[src/rtl/hazard_pkg.sv]
// ============================================================================
// Module   : hazard_pkg
// Purpose  : Shared types and constants for the pipeline hazard controller.
// Revision : 1.0
// ============================================================================
`default_nettype none

package hazard_pkg;

  typedef enum logic [1:0] {
    RUN      = 2'd0,
    MEM_WAIT = 2'd1,
    HALT     = 2'd2
  } hz_state_t;

  typedef enum logic [1:0] {
    FWD_RF = 2'b00,
    FWD_W  = 2'b01,
    FWD_M  = 2'b10
  } fwd_sel_t;

  localparam logic [1:0] RESULT_SRC_LOAD = 2'b01;

  // M wins over W so the youngest producer is forwarded; x0 never forwards.
  function automatic fwd_sel_t fwd_select(
    input logic [4:0] rs,
    input logic [4:0] rd_m,
    input logic       wen_m,
    input logic [4:0] rd_w,
    input logic       wen_w
  );
    fwd_sel_t sel;
    sel = FWD_RF;
    if (wen_m && (rd_m != 5'd0) && (rd_m == rs)) begin
      sel = FWD_M;
    end else if (wen_w && (rd_w != 5'd0) && (rd_w == rs)) begin
      sel = FWD_W;
    end
    return sel;
  endfunction

endpackage

`default_nettype wire

[src/rtl/hazard_ctrl_if.sv]
// ============================================================================
// Module   : hazard_ctrl_if
// Purpose  : Pipeline-side signal bundle between the datapath and hazard_ctrl.
// Revision : 1.0
// ============================================================================
`default_nettype none

interface hazard_ctrl_if;
  import hazard_pkg::*;

  logic [4:0] Rs1D, Rs2D, Rs1E, Rs2E;
  logic [4:0] RdE, RdM, RdW;
  logic       RegWriteM, RegWriteW;
  logic [1:0] ResultSrcE;
  logic       PCSrcE;
  logic       MemReqM, MemReadyM;

  logic       StallF, StallD, StallE, StallM;
  logic       FlushD, FlushE, FlushW;
  fwd_sel_t   ForwardAE, ForwardBE;
  logic       MemTimeout;

  modport master (
    output Rs1D, Rs2D, Rs1E, Rs2E, RdE, RdM, RdW, RegWriteM, RegWriteW,
           ResultSrcE, PCSrcE, MemReqM, MemReadyM,
    input  StallF, StallD, StallE, StallM, FlushD, FlushE, FlushW,
           ForwardAE, ForwardBE, MemTimeout
  );

  modport slave (
    input  Rs1D, Rs2D, Rs1E, Rs2E, RdE, RdM, RdW, RegWriteM, RegWriteW,
           ResultSrcE, PCSrcE, MemReqM, MemReadyM,
    output StallF, StallD, StallE, StallM, FlushD, FlushE, FlushW,
           ForwardAE, ForwardBE, MemTimeout
  );

endinterface

`default_nettype wire

[src/rtl/hazard_fwd_unit.sv]
// ============================================================================
// Module   : hazard_fwd_unit
// Purpose  : E-stage forwarding select for a single source operand.
// Revision : 1.0
// ============================================================================
`default_nettype none

module hazard_fwd_unit
  import hazard_pkg::*;
(
  input  logic [4:0] rs_i,
  input  logic [4:0] rd_m_i,
  input  logic       reg_write_m_i,
  input  logic [4:0] rd_w_i,
  input  logic       reg_write_w_i,
  output fwd_sel_t   fwd_o
);

  always_comb begin
    fwd_o = fwd_select(rs_i, rd_m_i, reg_write_m_i, rd_w_i, reg_write_w_i);
  end

endmodule

`default_nettype wire

[src/rtl/hazard_ctrl.sv]
// ============================================================================
// Module   : hazard_ctrl
// Purpose  : Stall/flush/forwarding sequencer for the 5-stage core; freezes
//            the pipe on outstanding data-memory accesses and halts on timeout.
//            Define HAZARD_PERF_EN to add the PerfStall/PerfFlush counters.
// Revision : 1.0
// ============================================================================
`default_nettype none

module hazard_ctrl
  import hazard_pkg::*;
#(
  parameter int MEM_TIMEOUT = 64
`ifdef HAZARD_PERF_EN
  ,
  parameter int CNT_W       = 32
`endif
) (
  input  logic             clk,
  input  logic             rst_n,
  hazard_ctrl_if.slave     hz
`ifdef HAZARD_PERF_EN
  ,
  output logic [CNT_W-1:0] PerfStall,
  output logic [CNT_W-1:0] PerfFlush
`endif
);

  localparam int TO_W = $clog2(MEM_TIMEOUT + 1);

  hz_state_t        state_q, state_d;
  logic [TO_W-1:0]  cnt_q, cnt_d;

  logic stall_f, stall_d, stall_e, stall_m;
  logic flush_d, flush_e, flush_w;
  logic timeout;
  logic miss, load_use;
  fwd_sel_t fwd_a, fwd_b;

  hazard_fwd_unit u_fwd_a (
    .rs_i          (hz.Rs1E),
    .rd_m_i        (hz.RdM),
    .reg_write_m_i (hz.RegWriteM),
    .rd_w_i        (hz.RdW),
    .reg_write_w_i (hz.RegWriteW),
    .fwd_o         (fwd_a)
  );

  hazard_fwd_unit u_fwd_b (
    .rs_i          (hz.Rs2E),
    .rd_m_i        (hz.RdM),
    .reg_write_m_i (hz.RegWriteM),
    .rd_w_i        (hz.RdW),
    .reg_write_w_i (hz.RegWriteW),
    .fwd_o         (fwd_b)
  );

  assign miss     = hz.MemReqM && !hz.MemReadyM;
  assign load_use = (hz.ResultSrcE == RESULT_SRC_LOAD) && (hz.RdE != 5'd0) &&
                    ((hz.RdE == hz.Rs1D) || (hz.RdE == hz.Rs2D));

  always_ff @(posedge clk or negedge rst_n) begin
    if (!rst_n) begin
      state_q <= RUN;
      cnt_q   <= '0;
    end else begin
      state_q <= state_d;
      cnt_q   <= cnt_d;
    end
  end

  always_comb begin
    state_d = state_q;
    cnt_d   = cnt_q;
    stall_f = 1'b0;
    stall_d = 1'b0;
    stall_e = 1'b0;
    stall_m = 1'b0;
    flush_d = 1'b0;
    flush_e = 1'b0;
    flush_w = 1'b0;
    timeout = 1'b0;
    unique case (state_q)
      RUN: begin
        if (miss) begin
          {stall_f, stall_d, stall_e, stall_m} = 4'b1111;
          flush_w = 1'b1;
          state_d = MEM_WAIT;
          cnt_d   = TO_W'(1);
        end else if (hz.PCSrcE) begin
          // A taken branch makes the D instruction wrong-path, so load-use is moot.
          flush_d = 1'b1;
          flush_e = 1'b1;
        end else if (load_use) begin
          stall_f = 1'b1;
          stall_d = 1'b1;
          flush_e = 1'b1;
        end
      end
      MEM_WAIT: begin
        // Exit cycle releases everything; branch/load-use resume next cycle.
        if (hz.MemReadyM) begin
          state_d = RUN;
          cnt_d   = '0;
        end else begin
          {stall_f, stall_d, stall_e, stall_m} = 4'b1111;
          flush_w = 1'b1;
          cnt_d   = cnt_q + TO_W'(1);
          if (cnt_q == TO_W'(MEM_TIMEOUT - 1)) begin
            state_d = HALT;
          end
        end
      end
      HALT: begin
        {stall_f, stall_d, stall_e, stall_m} = 4'b1111;
        flush_w = 1'b1;
        timeout = 1'b1;
      end
      default: begin
        state_d = RUN;
        cnt_d   = '0;
      end
    endcase
  end

  // Outputs are gated so they read zero for the whole time reset is held.
  assign hz.StallF     = rst_n & stall_f;
  assign hz.StallD     = rst_n & stall_d;
  assign hz.StallE     = rst_n & stall_e;
  assign hz.StallM     = rst_n & stall_m;
  assign hz.FlushD     = rst_n & flush_d;
  assign hz.FlushE     = rst_n & flush_e;
  assign hz.FlushW     = rst_n & flush_w;
  assign hz.MemTimeout = rst_n & timeout;
  assign hz.ForwardAE  = rst_n ? fwd_a : FWD_RF;
  assign hz.ForwardBE  = rst_n ? fwd_b : FWD_RF;

`ifdef HAZARD_PERF_EN
  logic [CNT_W-1:0] perf_stall_q, perf_flush_q;

  always_ff @(posedge clk or negedge rst_n) begin
    if (!rst_n) begin
      perf_stall_q <= '0;
      perf_flush_q <= '0;
    end else if (state_q != HALT) begin
      if (stall_f) begin
        perf_stall_q <= perf_stall_q + CNT_W'(1);
      end
      if (flush_d || flush_e) begin
        perf_flush_q <= perf_flush_q + CNT_W'(1);
      end
    end
  end

  assign PerfStall = perf_stall_q;
  assign PerfFlush = perf_flush_q;
`endif

endmodule

`default_nettype wire

[src/flat_wrapper.sv]
// flat-port wrapper written by rule: the top's interface ports become plain ports
module hazard_ctrl_flat import hazard_pkg::*;
#(
  parameter int MEM_TIMEOUT = 64

)
  (clk, rst_n, hz_Rs1D, hz_Rs2D, hz_Rs1E, hz_Rs2E, hz_RdE, hz_RdM, hz_RdW, hz_RegWriteM, hz_RegWriteW, hz_ResultSrcE, hz_PCSrcE, hz_MemReqM, hz_MemReadyM, hz_StallF, hz_StallD, hz_StallE, hz_StallM, hz_FlushD, hz_FlushE, hz_FlushW, hz_ForwardAE, hz_ForwardBE, hz_MemTimeout);
  hazard_ctrl_if hz_i ();
  input  logic clk;
  input  logic rst_n;
  input wire logic [$bits(hz_i.Rs1D)-1:0] hz_Rs1D;
  input wire logic [$bits(hz_i.Rs2D)-1:0] hz_Rs2D;
  input wire logic [$bits(hz_i.Rs1E)-1:0] hz_Rs1E;
  input wire logic [$bits(hz_i.Rs2E)-1:0] hz_Rs2E;
  input wire logic [$bits(hz_i.RdE)-1:0] hz_RdE;
  input wire logic [$bits(hz_i.RdM)-1:0] hz_RdM;
  input wire logic [$bits(hz_i.RdW)-1:0] hz_RdW;
  input wire logic [$bits(hz_i.RegWriteM)-1:0] hz_RegWriteM;
  input wire logic [$bits(hz_i.RegWriteW)-1:0] hz_RegWriteW;
  input wire logic [$bits(hz_i.ResultSrcE)-1:0] hz_ResultSrcE;
  input wire logic [$bits(hz_i.PCSrcE)-1:0] hz_PCSrcE;
  input wire logic [$bits(hz_i.MemReqM)-1:0] hz_MemReqM;
  input wire logic [$bits(hz_i.MemReadyM)-1:0] hz_MemReadyM;
  output wire logic [$bits(hz_i.StallF)-1:0] hz_StallF;
  output wire logic [$bits(hz_i.StallD)-1:0] hz_StallD;
  output wire logic [$bits(hz_i.StallE)-1:0] hz_StallE;
  output wire logic [$bits(hz_i.StallM)-1:0] hz_StallM;
  output wire logic [$bits(hz_i.FlushD)-1:0] hz_FlushD;
  output wire logic [$bits(hz_i.FlushE)-1:0] hz_FlushE;
  output wire logic [$bits(hz_i.FlushW)-1:0] hz_FlushW;
  output wire logic [$bits(hz_i.ForwardAE)-1:0] hz_ForwardAE;
  output wire logic [$bits(hz_i.ForwardBE)-1:0] hz_ForwardBE;
  output wire logic [$bits(hz_i.MemTimeout)-1:0] hz_MemTimeout;
  assign hz_i.Rs1D = hz_Rs1D;
  assign hz_i.Rs2D = hz_Rs2D;
  assign hz_i.Rs1E = hz_Rs1E;
  assign hz_i.Rs2E = hz_Rs2E;
  assign hz_i.RdE = hz_RdE;
  assign hz_i.RdM = hz_RdM;
  assign hz_i.RdW = hz_RdW;
  assign hz_i.RegWriteM = hz_RegWriteM;
  assign hz_i.RegWriteW = hz_RegWriteW;
  assign hz_i.ResultSrcE = hz_ResultSrcE;
  assign hz_i.PCSrcE = hz_PCSrcE;
  assign hz_i.MemReqM = hz_MemReqM;
  assign hz_i.MemReadyM = hz_MemReadyM;
  assign hz_StallF = hz_i.StallF;
  assign hz_StallD = hz_i.StallD;
  assign hz_StallE = hz_i.StallE;
  assign hz_StallM = hz_i.StallM;
  assign hz_FlushD = hz_i.FlushD;
  assign hz_FlushE = hz_i.FlushE;
  assign hz_FlushW = hz_i.FlushW;
  assign hz_ForwardAE = hz_i.ForwardAE;
  assign hz_ForwardBE = hz_i.ForwardBE;
  assign hz_MemTimeout = hz_i.MemTimeout;
  hazard_ctrl #(.MEM_TIMEOUT(MEM_TIMEOUT)) u_core (.clk(clk), .rst_n(rst_n), .hz(hz_i));
endmodule
[config.mk]
export PLATFORM = sky130hd
export DESIGN_NAME = hazard_ctrl_flat
export DESIGN_NICKNAME = d
export VERILOG_FILES = /design/src/rtl/hazard_pkg.sv /design/src/rtl/hazard_ctrl_if.sv /design/src/rtl/hazard_fwd_unit.sv /design/src/rtl/hazard_ctrl.sv /design/src/flat_wrapper.sv
export SDC_FILE = /design/constraint.sdc
export NUM_CORES = 1
export LEC_CHECK = 0
export CELL_PAD_IN_SITES_DETAIL_PLACEMENT = 1
export CELL_PAD_IN_SITES_GLOBAL_PLACEMENT = 2
export CORE_MARGIN = 3
export CORE_UTILIZATION = 19
export CTS_BUF_LIST = sky130_fd_sc_hd__clkbuf_16
export DETAILED_ROUTE_END_ITERATION = 6
export HOLD_SLACK_MARGIN = 0.03
export PLACE_DENSITY_LB_ADDON = 0.15
export SLEW_MARGIN = 20
export SYNTH_ARGS = -nofsm -noshare
export SYNTH_HDL_FRONTEND = slang
export SYNTH_SLANG_ARGS = --single-unit
[constraint.sdc]
create_clock -name clk -period 1.5 [get_ports clk]
set_input_delay 0.225 -clock clk [delete_from_list [all_inputs] [get_ports clk]]
set_output_delay 0.225 -clock clk [all_outputs]
set_load 0.01 [all_outputs]
==> flow_summary.json <==
{
  "period_minus_slack_ps": 1820,
  "first_iter_violations": 16,
  "slew_viol_final": 0,
  "post-dp-hpwl_um": 2980,
  "startpoint_type": "primary input",
  "violations": "setup timing",
  "synth_nets": 154,
  "p_int_w": 0.000831,
  "via_per_inst": 4.60,
  "root_buffer": "clkbuf_16",
  "numCtsBuffers": 3,
  "htreeDepth": 1,
  "hold_path.class": "primary input to async pin",
  "required_ps": 1270,
  "insertion_delay_ps": 240,
  "stdcell_count": 248,
  "vdd_drop_max_mv": 0.282,
  "swShare_pct": 28.2,
  "place_congestion": 0.782,
  "clk_path_buf_depth": 2,
  "cts.sinks": 9,
  "fmax_mhz": 550,
  "endpoint_kind": "output port",
  "rsz0062_at_grt": "yes",
  "firstDrtPassIters": 4,
  "drc": 0,
  "synth-warning-count": 0,
  "finalCoreUtilization_pct": 43.4,
  "vias": 1141,
  "clock_skew_ps": 3.00,
  "p_leak_nw": 0.863,
  "arrival_ps": 1590,
  "synth-edff-count": 0,
  "core_area_mm2": 0.00450,
  "numPortBuffers": 55,
  "tritoncts": "done",
  "synthFlopType": "dfrtp_1",
  "yosysSeqAreaShare_pct": 24.4,
  "maxCapViolCount": 0,
  "track_usage_pct": 13.7,
  "fp.dieW_um": 75.7,
  "cp_max_fo": 2,
  "power_frac_clock_pct": 41.0,
  "syn_inst": 109,
  "synth.most_common_cell": "xor2_1",
  "drive_above_1_share_pct": 56.1,
  "final_area_mm2": 0.00195,
  "area_growth_pct": 112,
  "synthDistinctLibCells": 28,
  "diodes": 0,
  "syn_area_per_cell_um2": 8.46,
  "grt_pass1_vias": 1242,
  "period_share_pct": 121,
  "p_seq_share_pct": 23.3,
  "finalNetCount": 242,
  "grt-ovfl-total": 0,
  "post_drt_wl_per_cell_um": 15.0,
  "grt_pass1_wl_um": 5930,
  "dp.cells": 237,
  "power_density_mw_per_mm2": 592,
  "synth_area_leaders": "dfrtp_1 (24%), xor2_1 (19%), xnor2_1 (13%), nand3_1 (4.3%), or4_1 (4.1%)",
  "layout_setup_ws_ps": -318,
  "ios": 56,
  "placed_area_mm2": 0.00173,
  "slew-limit-headroom_pct": 78.4,
  "synthTopCellsByCount": "xor2_1 (20), xnor2_1 (14), dfrtp_1 (9), nand2_1 (9), nand3_1 (8)",
  "holdWs_ps": 318,
  "postRouteAntennaNets": 0,
  "drt-total-wl_um": 3720,
  "die_h_um": 75.7,
  "rows": 24,
  "final-hold-violation-count": 0,
  "yosysTopAreaCellShare_pct": 24.4,
  "outcome": "complete, but fails checks",
  "antenna_found_initial": 0,
  "worst_pin_slew_ps": 322,
  "start_util_pct": 20.5,
  "p_switching_w": 0.000326,
  "yosysTopAreaCell": "dfrtp_1",
  "critPathKind": "primary input to output port",
  "syn_area_um2": 922,
  "path_clk_slew_ps": 40,
  "setup_violations": 7,
  "die_area_mm2": 0.00573,
  "ys_ff_latch": 9,
  "p_comb_share_pct": 35.7,
  "worst-r2r-cell-count": 5,
  "synthArstFlopShare_pct": 100,
  "grt_max_degree": 15
}
## per-stage QoR
| step | power (W) | setup slack [ps] | TNS [ps] |
|---|---|---|---|
| 3_3_place_gp | 0.000637 | -1110 | -10810 |
| 3_5_place_dp | 0.000649 | -1130 | -11310 |
| 4_1_cts | 0.00114 | -370 | -1460 |
| 6_report | 0.00116 | -318 | -1310 |
| 5_1_grt | 0.00122 | -360 | -1810 |
| 2_1_floorplan | 0.000411 | -18.3 | -18.3 |
## critical path, cell delays in order
cell and delay [ps]:
buf_6 100, buf_6 100, xor2_1 150, or4_4 540
nor4_4 290, buf_2 180
## final timing paths
| check | startpoint | to | slack [ps] |
|---|---|---|---|
| max | hz_RdW[2] | hz_ForwardBE[0] | -320 |
| min | rst_n | u_core.cnt_q[6]$_DFFE_PN0P_ | 320 |
| max reg2reg | u_core.cnt_q[0]$_DFFE_PN0P_ | u_core.cnt_q[6]$_DFFE_PN0P_ | 190 |
| min reg2reg | u_core.cnt_q[0]$_DFFE_PN0P_ | u_core.cnt_q[0]$_DFFE_PN0P_ | 520 |
| max in group asynchronous | rst_n | u_core.cnt_q[1]$_DFFE_PN0P_ | 1030 |
| min in group clk | u_core.cnt_q[0]$_DFFE_PN0P_ | u_core.cnt_q[0]$_DFFE_PN0P_ | 520 |
## metal layers
metal	wire, um	part of all wire [%]	vias up	global-route usage, %
li1	-	-	558	-
met1	1570	42	536	16.6
met2	1900	51	43	24.6
met3	226	6.1	4	2.90
met4	29	0.78	0	3.50
met5	0	0	-	0
## flip-flops by register name, indices dropped and copies added (netlist names)
signal          flops
u_core.cnt_q        7
u_core.state_q      2
## layout make-up
cell class / instances / area (um^2)
Sequential cell: 9 / 225
Inverter: 3 / 11.3
Multi-Input combinational cell: 93 / 876
Clock buffer: 3 / 75.1
Timing Repair Buffer: 87 / 698
Clock inverter: 1 / 3.75
Fill cell: 518 / 2550
Tap cell: 52 / 65.1
## power groups by stage
stage	registers (W)	clock network (W)	logic (W)
after global routing	0.000273	0.000494	0.000453
after detailed placement	0.000272	0	0.000377
final	0.000269	0.000474	0.000413
after global placement	0.000270	0	0.000367
after floorplan	0.000270	0	0.000141
after CTS	0.000269	0.000481	0.000393
## logic make-up after synthesis
group                    count (synthesis)  share of synthesized area (%)
adder cells (fa/ha/maj)                  1                           1.36
multiplexers                             1                           1.09
XOR/XNOR                                34                           32.3
flip-flops                               9                           24.4
AO/OA/AOI/OAI                           18                           12.6
AND/OR/NAND/NOR                         39                           24.2
buffers and inverters                    7                           4.07
## what timing repair did
action / in CTS / in global routing
resized for setup: 197 / 26
hold buffers: 0 / 0
endpoints found under the setup margin: 12 / 13
setup buffers: 5 / 3
pin swaps: 42 / 12
## cells in the final DEF (no fill, tap or decap), types with 2 or more instances in the layout
cell,instances
buf_4,24
buf_2,20
xor2_1,17
buf_6,17
xnor2_1,10
dlygate4sd2_1,10
nand2_1,9
dfrtp_1,9
clkbuf_2,6
or4_4,5
nand3_1,5
xnor2_2,4
nor4_4,4
o21ai_0,4
o22ai_1,4
clkdlybuf4s15_1,4
nand3_2,3
xor2_2,3
nor3_2,3
inv_1,3
clkbuf_16,3
clkdlybuf4s15_2,3
o211ai_1,2
nor2_2,2
o21a_1,2
and2_4,2
clkdlybuf4s50_1,2
Note: power is estimated with default switching activity, not from simulation.
